`src/rtl/regfile_dump_ctrl.sv`:
```
// Debug-unit sequencer: stalls the pipeline and streams every register-file word
// out as bytes (MSB byte first) over a valid/ready handshake.
module regfile_dump_ctrl #(
   parameter int NB_REG  = 32,
   parameter int NB_ADDR = 5,
   parameter int NB_BYTE = 8
) (
   input  logic               i_clk,
   input  logic               i_reset,
   input  logic               i_start,
   output logic               o_busy,
   output logic               o_stall,
   output logic               o_done,
   output logic [NB_ADDR-1:0] o_rf_addr,
   input  logic [NB_REG-1:0]  i_rf_data,
   output logic [NB_BYTE-1:0] o_tx_data,
   output logic               o_tx_valid,
   input  logic               i_tx_ready
);

   localparam int NUM_BYTES = NB_REG / NB_BYTE;
   localparam int NB_CNT    = (NUM_BYTES > 1) ? $clog2(NUM_BYTES) : 1;
   localparam logic [NB_CNT-1:0]  LAST_BYTE = NB_CNT'(NUM_BYTES - 1);
   localparam logic [NB_ADDR-1:0] LAST_ADDR = {NB_ADDR{1'b1}};

   typedef enum logic [1:0] {
      IDLE,
      LOAD,
      SEND,
      DONE
   } state_t;

   state_t state;
   state_t next_state;

   logic [NB_REG-1:0]  shift_reg;
   logic [NB_CNT-1:0]  byte_cnt;
   logic [NB_ADDR-1:0] rf_addr;
   logic               tx_valid;
   logic               accept;
   logic               last_byte;
   logic               last_addr;

   assign accept    = tx_valid & i_tx_ready;
   assign last_byte = (byte_cnt == LAST_BYTE);
   assign last_addr = (rf_addr == LAST_ADDR);

   always_ff @(posedge i_clk) begin
      if (i_reset) begin
         state <= IDLE;
      end else begin
         state <= next_state;
      end
   end

   always_comb begin
      next_state = state;
      unique case (state)
         IDLE: begin
            if (i_start) begin
               next_state = LOAD;
            end
         end
         LOAD: begin
            next_state = SEND;
         end
         SEND: begin
            if (accept && last_byte) begin
               next_state = last_addr ? DONE : LOAD;
            end
         end
         DONE: begin
            next_state = IDLE;
         end
         default: begin
            next_state = IDLE;
         end
      endcase
   end

   always_comb begin
      o_busy  = (state != IDLE);
      o_stall = (state != IDLE);
      o_done  = (state == DONE);
   end

   // The address only advances between registers; at the last address it holds
   // so the DONE cycle still reports the final register before returning to 0.
   always_ff @(posedge i_clk) begin
      if (i_reset) begin
         shift_reg <= '0;
         byte_cnt  <= '0;
         rf_addr   <= '0;
         tx_valid  <= 1'b0;
      end else begin
         tx_valid <= (next_state == SEND);
         unique case (state)
            IDLE: begin
               rf_addr <= '0;
            end
            LOAD: begin
               shift_reg <= i_rf_data;
               byte_cnt  <= '0;
            end
            SEND: begin
               if (accept) begin
                  shift_reg <= shift_reg << NB_BYTE;
                  byte_cnt  <= byte_cnt + NB_CNT'(1);
                  if (last_byte && !last_addr) begin
                     rf_addr <= rf_addr + NB_ADDR'(1);
                  end
               end
            end
            DONE: begin
               rf_addr <= '0;
            end
            default: begin
               rf_addr <= '0;
            end
         endcase
      end
   end

   assign o_rf_addr  = rf_addr;
   assign o_tx_valid = tx_valid;
   assign o_tx_data  = shift_reg[NB_REG-1 -: NB_BYTE];

endmodule

```
`config.mk`:
```
export PLATFORM = sky130hd
export DESIGN_NAME = regfile_dump_ctrl
export DESIGN_NICKNAME = d
export VERILOG_FILES = /design/src/rtl/regfile_dump_ctrl.sv
export SDC_FILE = /design/constraint.sdc
export NUM_CORES = 1
export LEC_CHECK = 0
export CAP_MARGIN = 0
export CORE_MARGIN = 2
export CORE_UTILIZATION = 42
export DETAILED_ROUTE_END_ITERATION = 7
export PLACE_DENSITY_LB_ADDON = 0.25
export SYNTH_ARGS = -nofsm -noshare
export SYNTH_HDL_FRONTEND = slang
export SYNTH_SLANG_ARGS = --single-unit
```
`constraint.sdc`:
```
create_clock -name i_clk -period 1.7 [get_ports i_clk]
set_input_delay 0.34 -clock i_clk [delete_from_list [all_inputs] [get_ports i_clk]]
set_output_delay 0.34 -clock i_clk [all_outputs]
set_load 0.005 [all_outputs]
```
== After elaboration in Yosys (flattened, before gate mapping) ==
Index checks and enable logic that the tools add are counted.
W data, S select, Z words.
Storage, ports and cells
  memory bits (writable): 0
  output and inout port bits: 17
  ROM bits: 0
  register bits: 42
  memories: 0
  latch bits: 0
Cells by class
  reductions and logical operators: 10
  $lt $le $gt $ge: 0
  shift operators: 0
  add/sub/neg operators: 2
  div/mod/pow operators: 0
  multiplexer cells: 11
  equality and inequality tests: 8
  bitwise gates (word level): 1
  multiply operators: 0
Operator list (number)
  $pmux W32 S2: 1
  $mux W32: 1
  $mux W5: 2
  $pmux W5 S2: 1
  $eq A2 B2 Y1 const B: 4
  $mux W2: 4
  $pmux W2 S4: 1
  $reduce_bool A2 Y1: 3
  $add A5 B1 Y5 const B: 1
  $eq A5 B5 Y1 const B: 1
  $ne A2 B2 Y1 const B: 2
  $pmux W2 S2: 1
  $reduce_and A3 Y1: 1
  $add A2 B1 Y2 const B: 1
  $eq A2 B1 Y1 const B: 1
  $logic_and A1 B1 Y1: 2
  $logic_not A2 Y1: 1
  $reduce_and A2 Y1: 1
  $reduce_or A2 Y1: 1
  $and A1 B1 Y1: 1
  $logic_not A1 Y1: 1

== Longest topological paths before layout ==
  depth after elaboration: 6
  depth in mapped cells: 8
  gate-level depth less buffers: 6

== Worst setup path before layout ==
OpenSTA, ideal clock, no wires.
  kind: reg2reg
  start: register rf_addr[0] (netlist: o_rf_addr[0])
  end: register rf_addr[3] (netlist: o_rf_addr[3])
  library setup time: 0.075 ns
  slack: -0.042 ns
  period minus slack after synthesis: 1.742 ns
  arrival time: 1.667 ns
  required time: 1.625 ns
  stages on the path, launching flop included: 7
  cell sequence: dfxtp_1 -> ha_1 -> and3_1 -> ha_1 -> nand4b_2 -> a2111o_1 -> o22ai_1
On the way
  cells in the longest elaborated chain, start to end: 5
  elaborated cells on any way between the ends: 9
  those cells by class: add/sub (1); eq/ne (2); mux (3); reduce/logical (3)
RTL lines
  from (decl): RTL line 38  | logic [NB_ADDR-1:0] rf_addr;
  from (signal assigned): RTL line 110  | rf_addr <= rf_addr + NB_ADDR'(1);
  parallel branches: the longest is 5 deep, another holds $add A5 B1 Y5
Several ways; the timed one is not identified. The select of a mux whose other input is x is not followed.
A chain may end at the register's enable or synchronous reset.

== Worst setup path after layout ==
  start: register tx_valid (netlist: o_tx_valid)
  end: output o_tx_valid
RTL lines
  from (decl): RTL line 39  | logic tx_valid;
  from (signal assigned): RTL line 96  | tx_valid <= (next_state == SEND);
  to (decl): RTL line 17  | output logic o_tx_valid,
No word-level cell between the ends.

==> impl_metrics.ini <==
[detailed_routing]
drtIter0Drc = 84
detail_route.vias_per_cell = 5.26
dr.pass1.iters = 6
ant_nets = 0
wl_per_cell_um = 14.1
drc_errors = 0
drt_wl_total_um = 4890
vias = 1825

[logic_synthesis]
synth.most_common_cell = dfxtp_1
ys_seq_elements = 42
synth_common_cells = dfxtp_1 (42), nor3_1 (26), mux2i_1 (25), a211oi_2 (19), buf_4 (16)
yosysSeqAreaShare_pct = 37.9
synth_area_leader_cell = dfxtp_1
synthDistinctLibCells = 33
synth-edff-count = 0
synth_fp_nets = 275
yosysTopAreaCellShare_pct = 37.9
async_flop_share_pct = 0
yosysWarnings = 0
synth_cells = 231
syn_area_sq_mm = 0.00222
ys.flop_type = dfxtp_1
synth_area_leaders = dfxtp_1 (38%), mux2i_1 (11%), a211oi_2 (11%)
avgSynthCellArea_sq_um = 9.60

[finish]
area_delta_synth_final_pct = 32.6
n_antenna_cell = 0
final_cell_area_sq_mm = 0.00294
drive_above_1_share_pct = 19.9
fillers = 472
largest_register_ffs = 32
nets = 320

[worst_setup_path]
cp_data_arrival_time_ns = 1.31
reg2reg_slack_ns = 0.07
rr_endpoint = o_rf_addr[3]
max_stage_delay_ns = 0.55
cp_max_fo = 7
required_ns = 1.36
crit_type = reg -> out
crit_path_end_kind = output port
startpoint = o_tx_valid
crit_buf_inv = 1
critical-path-top-delay-family = buffers and inverters
rr_startpoint = o_rf_addr[0]
crit_path_start_kind = flip-flop
path_cells = clkdlybuf4s50_1
r2r_cells = 6
cp_slowest_cell = clkdlybuf4s50_1

[sta]
finalHoldViolCount = 0
relSlewSlack_pct = 78.9
drv_slew = 0
setup_viol = 0
rsz0062_at_grt = yes
min_period_ns = 1.65
tightestPinTransition_ns = 0.308
finClkSkew_ns = 0.00640
fin_crit_sh_pct = 97.2
max_freq_ghz = 0.605
tns_ns = 0

[clocking]
cts_sinks = 42
cts_tree = yes
cts-root-buf = clkbuf_8
cts_buffer_depth = 2
path_clk_slew_ns = 0.08
cts_max_level = 2
numCtsBuffers = 5
clk_latency_ns = 0.29
ctsHoldBuffers = 0

[power]
power.switching_mw = 1.70
ir_drop_v = 0.000703
p_int_mw = 2.84
power_per_cell_area_mw_per_mm2 = 1550
p_comb_share_pct = 52.3
power.leakage_nw = 1.02
total_power_mw = 4.54
clkPwrFrac_pct = 13.9
seq_power_share_pct = 33.8
p_sw_share_pct = 37.5

[run]
cap_violations = 0

[die]
die_height_um = 76.7
core-area_sq_mm = 0.00511
dieArea_sq_mm = 0.00588
dieWidth_um = 76.7
rows = 26
io_pins = 53
initial_utilization_pct = 43.4

[grt]
antenna_found_initial = 0
grt_pass1_wl_um = 7920
grt_remaining_overflow = 0
grt_pass1_vias = 1740
grt_start_max_net_pins = 33
grt.total_usage_pct = 16.7

[worst_hold_path]
min_from = i_reset
holdPathStages = 2
hold_class = in -> reg
min_to = o_rf_addr[2]

[place]
port_buffers = 52
placed_cell_area_sq_mm = 0.00281
hpwl_um = 3200
routabilityCongestion = 0.761

[outcome]
outcome = completed
==> per-layer routing <==
metal | global-route usage [%] | wire length [um] | vias to the layer above
li1 | - | - | 929
met1 | 22.3 | 2350 | 848
met2 | 26.7 | 2270 | 41
met3 | 2.94 | 194 | 7
met4 | 6.55 | 78 | 0
met5 | 0 | 0 | -
==> layout by cell type, fill, tap and decap left out, drive strengths merged, types with 6 or more instances in the layout <==
master,instances
ha,8
inv,6
nor3,26
buf,16
dfxtp,42
nand2b,7
nand3,12
nand2,11
clkdlybuf4s50,48
a211oi,26
clkbuf,6
a21oi,12
mux2i,25
==> how the worst max path moves through the flow <==
stage,end,slack (ns),cells past startpoint
2_1_floorplan,o_rf_addr[3],0.007,6
3_5_place_dp,shift_reg[29],-0.02,5
5_1_grt,o_rf_addr[3],-0.01,7
6_report,o_tx_valid,0.05,1
3_3_place_gp,o_rf_addr[4],-0.02,5
4_1_cts,o_rf_addr[3],0.03,6
==> area by class of cell <==
cell class	instances	area [sq um]	share of cell area (%)
Multi-Input combinational cell	154	1220	41.6
Sequential cell	42	845	28.7
Timing Repair Buffer	67	674	22.9
Tap cell	70	87.6	2.98
Clock buffer	6	72.6	2.47
Inverter	6	22.5	0.766
Clock inverter	2	13.8	0.468
==> metrics by stage <==
stage               util, %  std cells  hold slack (ns)  worst slack, ns
finish                 57.5        347            0.413           0.0480
global route           57.5        347            0.431          -0.0122
CTS                    57.0        347            0.401           0.0291
detailed placement     55.0        338            0.466          -0.0194
global placement       55.0        338            0.455          -0.0231
floorplan                 -        231            0.448          0.00703
==> power groups by stage <==
| stage | Sequential, mW | Combinational, mW | Clock [mW] |
|---|---|---|---|
| 2_1_floorplan | 1.51 | 1.72 | 0 |
| 3_3_place_gp | 1.55 | 2.25 | 0 |
| 3_5_place_dp | 1.56 | 2.27 | 0 |
| 4_1_cts | 1.53 | 2.31 | 0.653 |
| 5_1_grt | 1.58 | 2.57 | 0.691 |
| 6_report | 1.53 | 2.38 | 0.630 |
==> timing repair <==
action	CTS	global route
endpoints found under the hold margin	0	0
buffers inserted	1	0
gates resized for setup	8	5
setup endpoints to repair	7	29
pin swaps	0	1
==> cells by family (layout without fill, tap and decap cells) <==
logic type / after synthesis / in the layout / share of synthesized area, %
DFF: 42 / 42 / 37.9
muxes: 25 / 25 / 11.3
AOI/OAI and AO/OA: 48 / 48 / 19.6
adders and majority gates: 8 / 8 / 4.51
buffers and inverters: 35 / 81 / 9.09
and+or+nand+nor: 73 / 73 / 17.6
No activity file was read; power rests on OpenSTA's default activity.
